[config.mk]
export PLATFORM = sky130hd
export DESIGN_NAME = counter_sequencer
export DESIGN_NICKNAME = d
export VERILOG_FILES = /design/src/rtl/counter_sequencer.sv
export SDC_FILE = /design/constraint.sdc
export NUM_CORES = 1
export LEC_CHECK = 0
export ABC_AREA = 1
export CAP_MARGIN = 40
export CORE_MARGIN = 2
export CORE_UTILIZATION = 40
export CTS_CLUSTER_DIAMETER = 60
export DETAILED_ROUTE_END_ITERATION = 6
export GPL_TIMING_DRIVEN = 0
export SYNTH_ARGS = -nofsm -noshare
export SYNTH_HDL_FRONTEND = slang
export SYNTH_SLANG_ARGS = --single-unit
[constraint.sdc]
create_clock -name clk -period 3.8 [get_ports clk]
set_clock_uncertainty 0.1 [all_clocks]
set_input_delay 0.76 -clock clk [delete_from_list [all_inputs] [get_ports clk]]
set_output_delay 0.76 -clock clk [all_outputs]
set_load 0.02 [all_outputs]
[src/rtl/counter_sequencer.sv]
// counter_sequencer
//   Run-control sequencer for a binary up-counter. A launch latches the
//   terminal value, prescaler reload and mode. The count then advances once
//   every prescale+1 cycles until it reaches the terminal value. In one-shot
//   mode the run then parks in DONE. In periodic mode it wraps to 0 and keeps
//   running. Runs can be paused and resumed, and abort returns to IDLE.
//
// Ports
//   clk       sole clock, rising edge
//   reset     asynchronous active-high reset, clears all state
//   start     launch (IDLE/DONE) or resume (HOLD)
//   pause     RUN -> HOLD
//   abort     any state -> IDLE (highest priority)
//   mode      0 = one-shot, 1 = periodic, latched on launch
//   terminal  last count value, latched on launch
//   prescale  count advances every prescale+1 cycles, latched on launch
//   count     current count
//   busy      high in RUN and HOLD
//   paused    high in HOLD
//   tick      one-cycle pulse after a terminal step
//   done      high in DONE
module counter_sequencer #(
  parameter int WIDTH = 4,
  parameter int PSC_W = 4
) (
  input  logic             clk,
  input  logic             reset,
  input  logic             start,
  input  logic             pause,
  input  logic             abort,
  input  logic             mode,
  input  logic [WIDTH-1:0] terminal,
  input  logic [PSC_W-1:0] prescale,
  output logic [WIDTH-1:0] count,
  output logic             busy,
  output logic             paused,
  output logic             tick,
  output logic             done
);

  typedef enum logic [1:0] {IDLE, RUN, HOLD, DONE} state_t;

  state_t           state, state_nx;
  logic [WIDTH-1:0] count_nx, term_l, term_nx;
  logic [PSC_W-1:0] psc, psc_nx, psc_l, pscl_nx;
  logic             mode_l, mode_nx, tick_nx;
  logic             advance;

  always_ff @(posedge clk or posedge reset) begin
    if (reset) begin
      state  <= IDLE;
      count  <= '0;
      psc    <= '0;
      term_l <= '0;
      psc_l  <= '0;
      mode_l <= 1'b0;
      tick   <= 1'b0;
    end else begin
      state  <= state_nx;
      count  <= count_nx;
      psc    <= psc_nx;
      term_l <= term_nx;
      psc_l  <= pscl_nx;
      mode_l <= mode_nx;
      tick   <= tick_nx;
    end
  end

  always_comb begin
    state_nx = state;
    count_nx = count;
    psc_nx   = psc;
    term_nx  = term_l;
    pscl_nx  = psc_l;
    mode_nx  = mode_l;
    tick_nx  = 1'b0;
    advance  = 1'b0;

    if (abort) begin
      state_nx = IDLE;
      count_nx = '0;
      psc_nx   = '0;
    end else begin
      case (state)
        IDLE, DONE: begin
          if (start) begin
            state_nx = RUN;
            count_nx = '0;
            psc_nx   = '0;
            term_nx  = terminal;
            pscl_nx  = prescale;
            mode_nx  = mode;
          end
        end
        RUN: begin
          // A pause edge swallows any step that was due on it.
          if (pause) state_nx = HOLD;
          else       advance  = 1'b1;
        end
        HOLD: begin
          // The resume edge advances like a normal run edge. A pause therefore
          // costs exactly the cycles spent in HOLD.
          if (start) begin
            state_nx = RUN;
            advance  = 1'b1;
          end
        end
        default: state_nx = IDLE;
      endcase
    end

    if (advance) begin
      if (psc != psc_l) begin
        psc_nx = psc + 1'b1;
      end else begin
        psc_nx = '0;
        if (count != term_l) begin
          count_nx = count + 1'b1;
        end else begin
          tick_nx = 1'b1;
          if (mode_l) count_nx = '0;
          else        state_nx = DONE;
        end
      end
    end
  end

  assign busy   = (state == RUN) || (state == HOLD);
  assign paused = (state == HOLD);
  assign done   = (state == DONE);

endmodule

Yosys cells after proc, flatten, opt, wreduce, memory -nomap -nowiden
Cells that the tools add are included.
W data, S select, Z words.
{"block": "word_totals", "register_bits": 20, "input_bits": 14, "output_inout_bits": 8}
{"block": "classes", "add_sub_neg": 2, "n_eq_ne": 5, "muxes": 27, "n_bitwise": 1, "reduce_logical": 8}
{"cell": "$mux W4", "n": 12}
{"cell": "$mux W2", "n": 7}
{"cell": "$add A4 B1 Y4 const B", "n": 2}
{"cell": "$ne A4 B4 Y1", "n": 2}
{"cell": "$mux W1", "n": 6}
{"cell": "$reduce_bool A3 Y1", "n": 2}
{"cell": "$eq A2 B2 Y1 const B", "n": 2}
{"cell": "$pmux W2 S2", "n": 1}
{"cell": "$reduce_and A3 Y1", "n": 1}
{"cell": "$reduce_or A3 Y1", "n": 1}
{"cell": "$eq A2 B1 Y1 const B", "n": 1}
{"cell": "$logic_not A2 Y1", "n": 1}
{"cell": "$pmux W1 S2", "n": 1}
{"cell": "$reduce_and A2 Y1", "n": 1}
{"cell": "$reduce_or A2 Y1", "n": 1}
{"cell": "$logic_or A1 B1 Y1", "n": 1}
{"cell": "$not A1 Y1", "n": 1}

Logic depth before layout (Yosys ltp)
Gate-level depths: netlist of run 1.
{"block": "depth", "word_depth": 8, "ltp_mapped": 10, "ltp_nobuf": 10}

Worst setup path after synthesis of run 1
OpenSTA, ideal clock, no wires.
{"block": "synth_path", "path_type": "register to output", "startpoint": "reg state[0]", "endpoint": "out busy", "t_arrival_ns": 0.966, "path_slack_ns": 1.974, "stages_incl_launch_ff": 4, "n_path_buf": 0, "cell_sequence": "dfrtp_1 -> inv_1 -> ha_1 -> inv_1"}
{"block": "synth_between", "elab_chain_cells": 2, "word_cells_on_any_way": 3}
{"element": "from (decl)", "line_no": "43", "rtl": "state_t state, state_nx;"}
{"element": "from (signal assigned)", "line_no": "59", "rtl": "state <= state_nx;"}
{"element": "$eq A2 B1 Y1 / $eq A2 B2 Y1 (equally long branches)", "line_no": "128", "rtl": "assign busy = (state == RUN) || (state == HOLD);"}
{"element": "$logic_or A1 B1 Y1 *", "line_no": "128"}
{"element": "to (decl)", "line_no": "35", "rtl": "output logic busy,"}
Mark *: on every way between the ends. The rest lies on a longest branch, timed or not.

Worst setup path in the final report of run 1
Ends and elaborated chain as after synthesis.

==> results of run 1 <==
==> cell type report <==
cell class | instances | area, um^2
Sequential cell | 20 | 500
Fill cell | 272 | 1320
Buffer | 1 | 7.51
Clock buffer | 4 | 36.3
Multi-Input combinational cell | 109 | 586
Timing Repair Buffer | 21 | 210
Tap cell | 31 | 38.8
Inverter | 23 | 86.3
==> critical path, cell delays in order (launching register included) <==
cell and delay (ps):
sky130_fd_sc_hd__dfrtp_1 460, sky130_fd_sc_hd__inv_1 90, sky130_fd_sc_hd__ha_1 360, sky130_fd_sc_hd__inv_1 100, sky130_fd_sc_hd__clkdlybuf4s50_1 600
==> logic make-up (layout without fill, tap and decap cells) <==
kind of cell	Yosys count	after routing	share of synthesized area
muxes	2	2	0.0191
adders and majority gates	6	6	0.0636
buffers and inverters	24	49	0.0795
AOI/OAI and AO/OA	14	14	0.0679
xor gates and xnor gates	6	6	0.0445
DFF	20	20	0.424
and+or+nand+nor	81	81	0.301
==> placed cells by master (no fill, tap or decap), types with 2 or more instances in the layout <==
master                            synthesis  layout
sky130_fd_sc_hd__a21oi_1                  7       7
sky130_fd_sc_hd__clkbuf_4                 0       3
sky130_fd_sc_hd__clkdlybuf4s50_1          0      21
sky130_fd_sc_hd__dfrtp_1                 20      20
sky130_fd_sc_hd__ha_1                     6       6
sky130_fd_sc_hd__inv_1                   22      22
sky130_fd_sc_hd__mux2_2                   2       2
sky130_fd_sc_hd__nand2_1                 38      38
sky130_fd_sc_hd__nand3_1                 22      22
sky130_fd_sc_hd__nor2_1                  16      16
sky130_fd_sc_hd__nor2_4                   2       2
sky130_fd_sc_hd__o21ai_0                  4       4
sky130_fd_sc_hd__xor2_1                   5       5
==> how the worst max path moves through the flow <==
stage                         from  endpoint  slack, ps  cells after the start
after floorplan           state[0]      busy       1970                      3
final                     state[0]      busy       1020                      4
after global routing      state[0]      busy        920                      4
after CTS                 state[0]      busy       1010                      4
after detailed placement  state[0]      busy       1370                      4
after global placement    state[0]      busy       1410                      4
==> layer usage <==
metal / share of wire / global-route usage / routed length, um
met2: 0.45 / 0.265 / 1020
met5: 0 / 0 / 0
met4: 0.012 / 0.0698 / 28
met1: 0.49 / 0.207 / 1120
met3: 0.044 / 0.0198 / 100
==> through the flow <==
stage | worst slack [ps] | power [mW] | cell area, um^2
3_3_place_gp | 1410 | 0.349 | 1430
3_5_place_dp | 1370 | 0.352 | 1430
6_report | 1020 | 0.472 | 1470
5_1_grt | 921 | 0.507 | 1470
4_1_cts | 1010 | 0.479 | 1470
2_1_floorplan | 1970 | 0.318 | 1180
==> registers in the layout, indices dropped and copies added, names as in the netlist <==
name / flops
count: 4
mode_l: 1
psc: 4
psc_l: 4
state: 2
term_l: 4
tick: 1
==> power groups by stage <==
stage	combinational, mW	clock [mW]	sequential, mW
finish	0.0996	0.125	0.247
global route	0.116	0.141	0.250
CTS	0.101	0.130	0.247
detailed placement	0.101	0	0.251
global placement	0.0983	0	0.251
floorplan	0.0692	0	0.249
==> results_tabular.tex, run 1 <==
\begin{tabular}{lr}
\hline
Metric & Value \\
\hline
\multicolumn{2}{l}{\textbf{Timing}} \\
Final period utilization & 0.731 \\
Tightest slew margin relative to the limit & 0.491 \\
Hold violation total from the final report & 0 \\
Minimum hold slack & around 440 ps \\
Actual slew at the worst max-slew pin & around 760 ps \\
Shortest clock period the worst path allows after layout & 2780 ps \\
RSZ-0062 raised after global routing & no \\
Setup TNS & 0 ps \\
Final setup vio count & 0 \\
Final slew viol count & 0 \\
Max Clk Rate & $\sim$0.36 GHz \\
\multicolumn{2}{l}{\textbf{Placement}} \\
Cell count after placement & a little over 200 \\
Input/output buffers & 21 \\
Routability congestion estimate from global placement & about 0.8 \\
Half-perimeter wire length of the detailed placement result & between 1500 and 2000 um \\
\multicolumn{2}{l}{\textbf{Die}} \\
Placement Rows & 19 \\
Top-Level Pins & 22 \\
Initial standard-cell utilization of the core & 0.424 \\
Overall die area & 0.00340 mm\^{}2 \\
X dimension of the die & 58.3 um \\
Placeable core region & about 0.0028 mm\^{}2 \\
Height of the die & approximately 58 um \\
\multicolumn{2}{l}{\textbf{Layout}} \\
Synth-to-layout area growth & 24.2\% \\
Share of cells above drive strength 1 & 0.0730 \\
Antenna cell count & 0 \\
Final net count & approximately 200 \\
Non-filler cells in the finished layout & 209 \\
Final core utilization & 0.527 \\
\multicolumn{2}{l}{\textbf{Route}} \\
Via Count & about 1,000 \\
Post-detailed-route wirelength per cell & about 11 um \\
Number of optimization iterations in the first detailed-route pass & 5 \\
Number of remaining DRC errors & 0 \\
Total wire length after detailed routing & around 2300 um \\
Antenna Nets Post-Route & 0 \\
Drt first-iter violations & 31 \\
Vias per Instance & $\sim$4.9 \\
\multicolumn{2}{l}{\textbf{Pwr}} \\
Power density over the cells & 322 mW/mm\^{}2 \\
Net switching share of the total power & 0.287 \\
Share of power burned in combinational logic & 0.211 \\
Clk network pwr share & 0.266 \\
Relative contribution of sequential cells to total power & 0.523 \\
Worst IR Drop VDD & between 200 and 250 uV \\
Net load switching power & around 0.14 mW \\
Static Leakage & 0.745 nW \\
Internal power & 0.336 mW \\
\multicolumn{2}{l}{\textbf{GRT}} \\
Combined global-route utilization of all metal layers & 0.159 \\
Largest net degree at the start of global routing & 21 \\
Vias in the first global route & between 1,000 and 1,500 \\
GR Overflow Total & 0 \\
Initial antenna violation count & 0 \\
First-pass GRT wire length & between 4000 and 5000 um \\
\multicolumn{2}{l}{\textbf{Synthesis}} \\
Most frequent cells after synthesis & sky130\_fd\_sc\_hd\_\_nand2\_1 (38), sky130\_fd\_sc\_hd\_\_inv\_1 (22), sky130\_fd\_sc\_hd\_\_nand3\_1 (22) \\
Area share of the largest cell type after synthesis & 0.424 \\
Number of warnings printed during yosys synthesis & 0 \\
Post-synthesis instance area & approximately 0.0012 mm\^{}2 \\
Synth Area per Inst & 7.71 um\^{}2 \\
Post-Synthesis Net Count & between 150 and 200 \\
Leading post-synthesis cells by cell area & sky130\_fd\_sc\_hd\_\_dfrtp\_1 (42\%), sky130\_fd\_sc\_hd\_\_nand2\_1 (12\%), sky130\_fd\_sc\_hd\_\_nand3\_1 (9.3\%) \\
Share of flip-flops with an asynchronous set or reset after synthesis & 1.00 \\
Post-synthesis cell count & $\sim$150 \\
Sequential cell area fraction in the yosys report & 0.424 \\
Most common cell in the netlist & sky130\_fd\_sc\_hd\_\_nand2\_1 \\
Number of synthesized register bits & 20 \\
Number of enable flip-flop cells after synthesis & 0 \\
Top cell type by total area after synthesis & sky130\_fd\_sc\_hd\_\_dfrtp\_1 \\
Synth cell types & 20 \\
Most frequently used flop master after synthesis & sky130\_fd\_sc\_hd\_\_dfrtp\_1 \\
\multicolumn{2}{l}{\textbf{Min path}} \\
Hold Path End & psc\_l[3] \\
Worst hold stages & 1 \\
Hold Crit Start & psc\_l[3] \\
Kind of path behind the tightest hold check & reg2reg \\
\multicolumn{2}{l}{\textbf{Clock network}} \\
CTS H-Tree Depth & 1 \\
Clock-pin transition on the worst setup and hold timing paths & approximately 120 ps \\
TritonCTS clock tree & yes \\
Number of resized instances in the post-cts repair step & 0 \\
Post-CTS setup repair buffer count & 0 \\
CTS sink count & 20 \\
CTS Hold Bufs & 0 \\
Number of buffers on the longest clock path & 2 \\
Clock buffer count from CTS & 3 \\
Cell chosen for the clock root & sky130\_fd\_sc\_hd\_\_clkbuf\_4 \\
Skew-Pair Late Insertion Delay & 310 ps \\
\multicolumn{2}{l}{\textbf{Job}} \\
Maximum Capacitance Violations & 0 \\
\multicolumn{2}{l}{\textbf{Worst setup path}} \\
Arrival @ worst endpoint & around 1900 ps \\
Critical R2R Launch & state[0] \\
Depth of the most critical reg-to-reg path & 8 \\
Startpoint class of the critical path & register \\
CP max FO & 5 \\
Reg2reg end & count[0] \\
Critical path endpoint category & primary output \\
Required arrival time at the worst endpoint & about 2900 ps \\
R2R Setup Slk & just under 2000 ps \\
Type of the worst setup path & reg2out \\
\multicolumn{2}{l}{\textbf{Outcome}} \\
Result of the run & complete, no violations \\
\hline
\end{tabular}
Power figures use the tool's default switching activity.
==> run 2: changes to the inputs <==
clock period = 2.8 ns   (was 3.8 ns; I/O delays follow)
==> results of run 2 <==
Same layout as run 1 (identical final DEF). Status: complete, no violations.
Among the figures that moved: setup slack after placement 1370 ps -> 567 ps; setup slack after layout 1020 ps -> 220 ps; register-to-register setup slack 1990 ps -> 990 ps; total power 0.472 mW -> 0.641 mW; worst IR drop on VDD 211 uV -> 287 uV
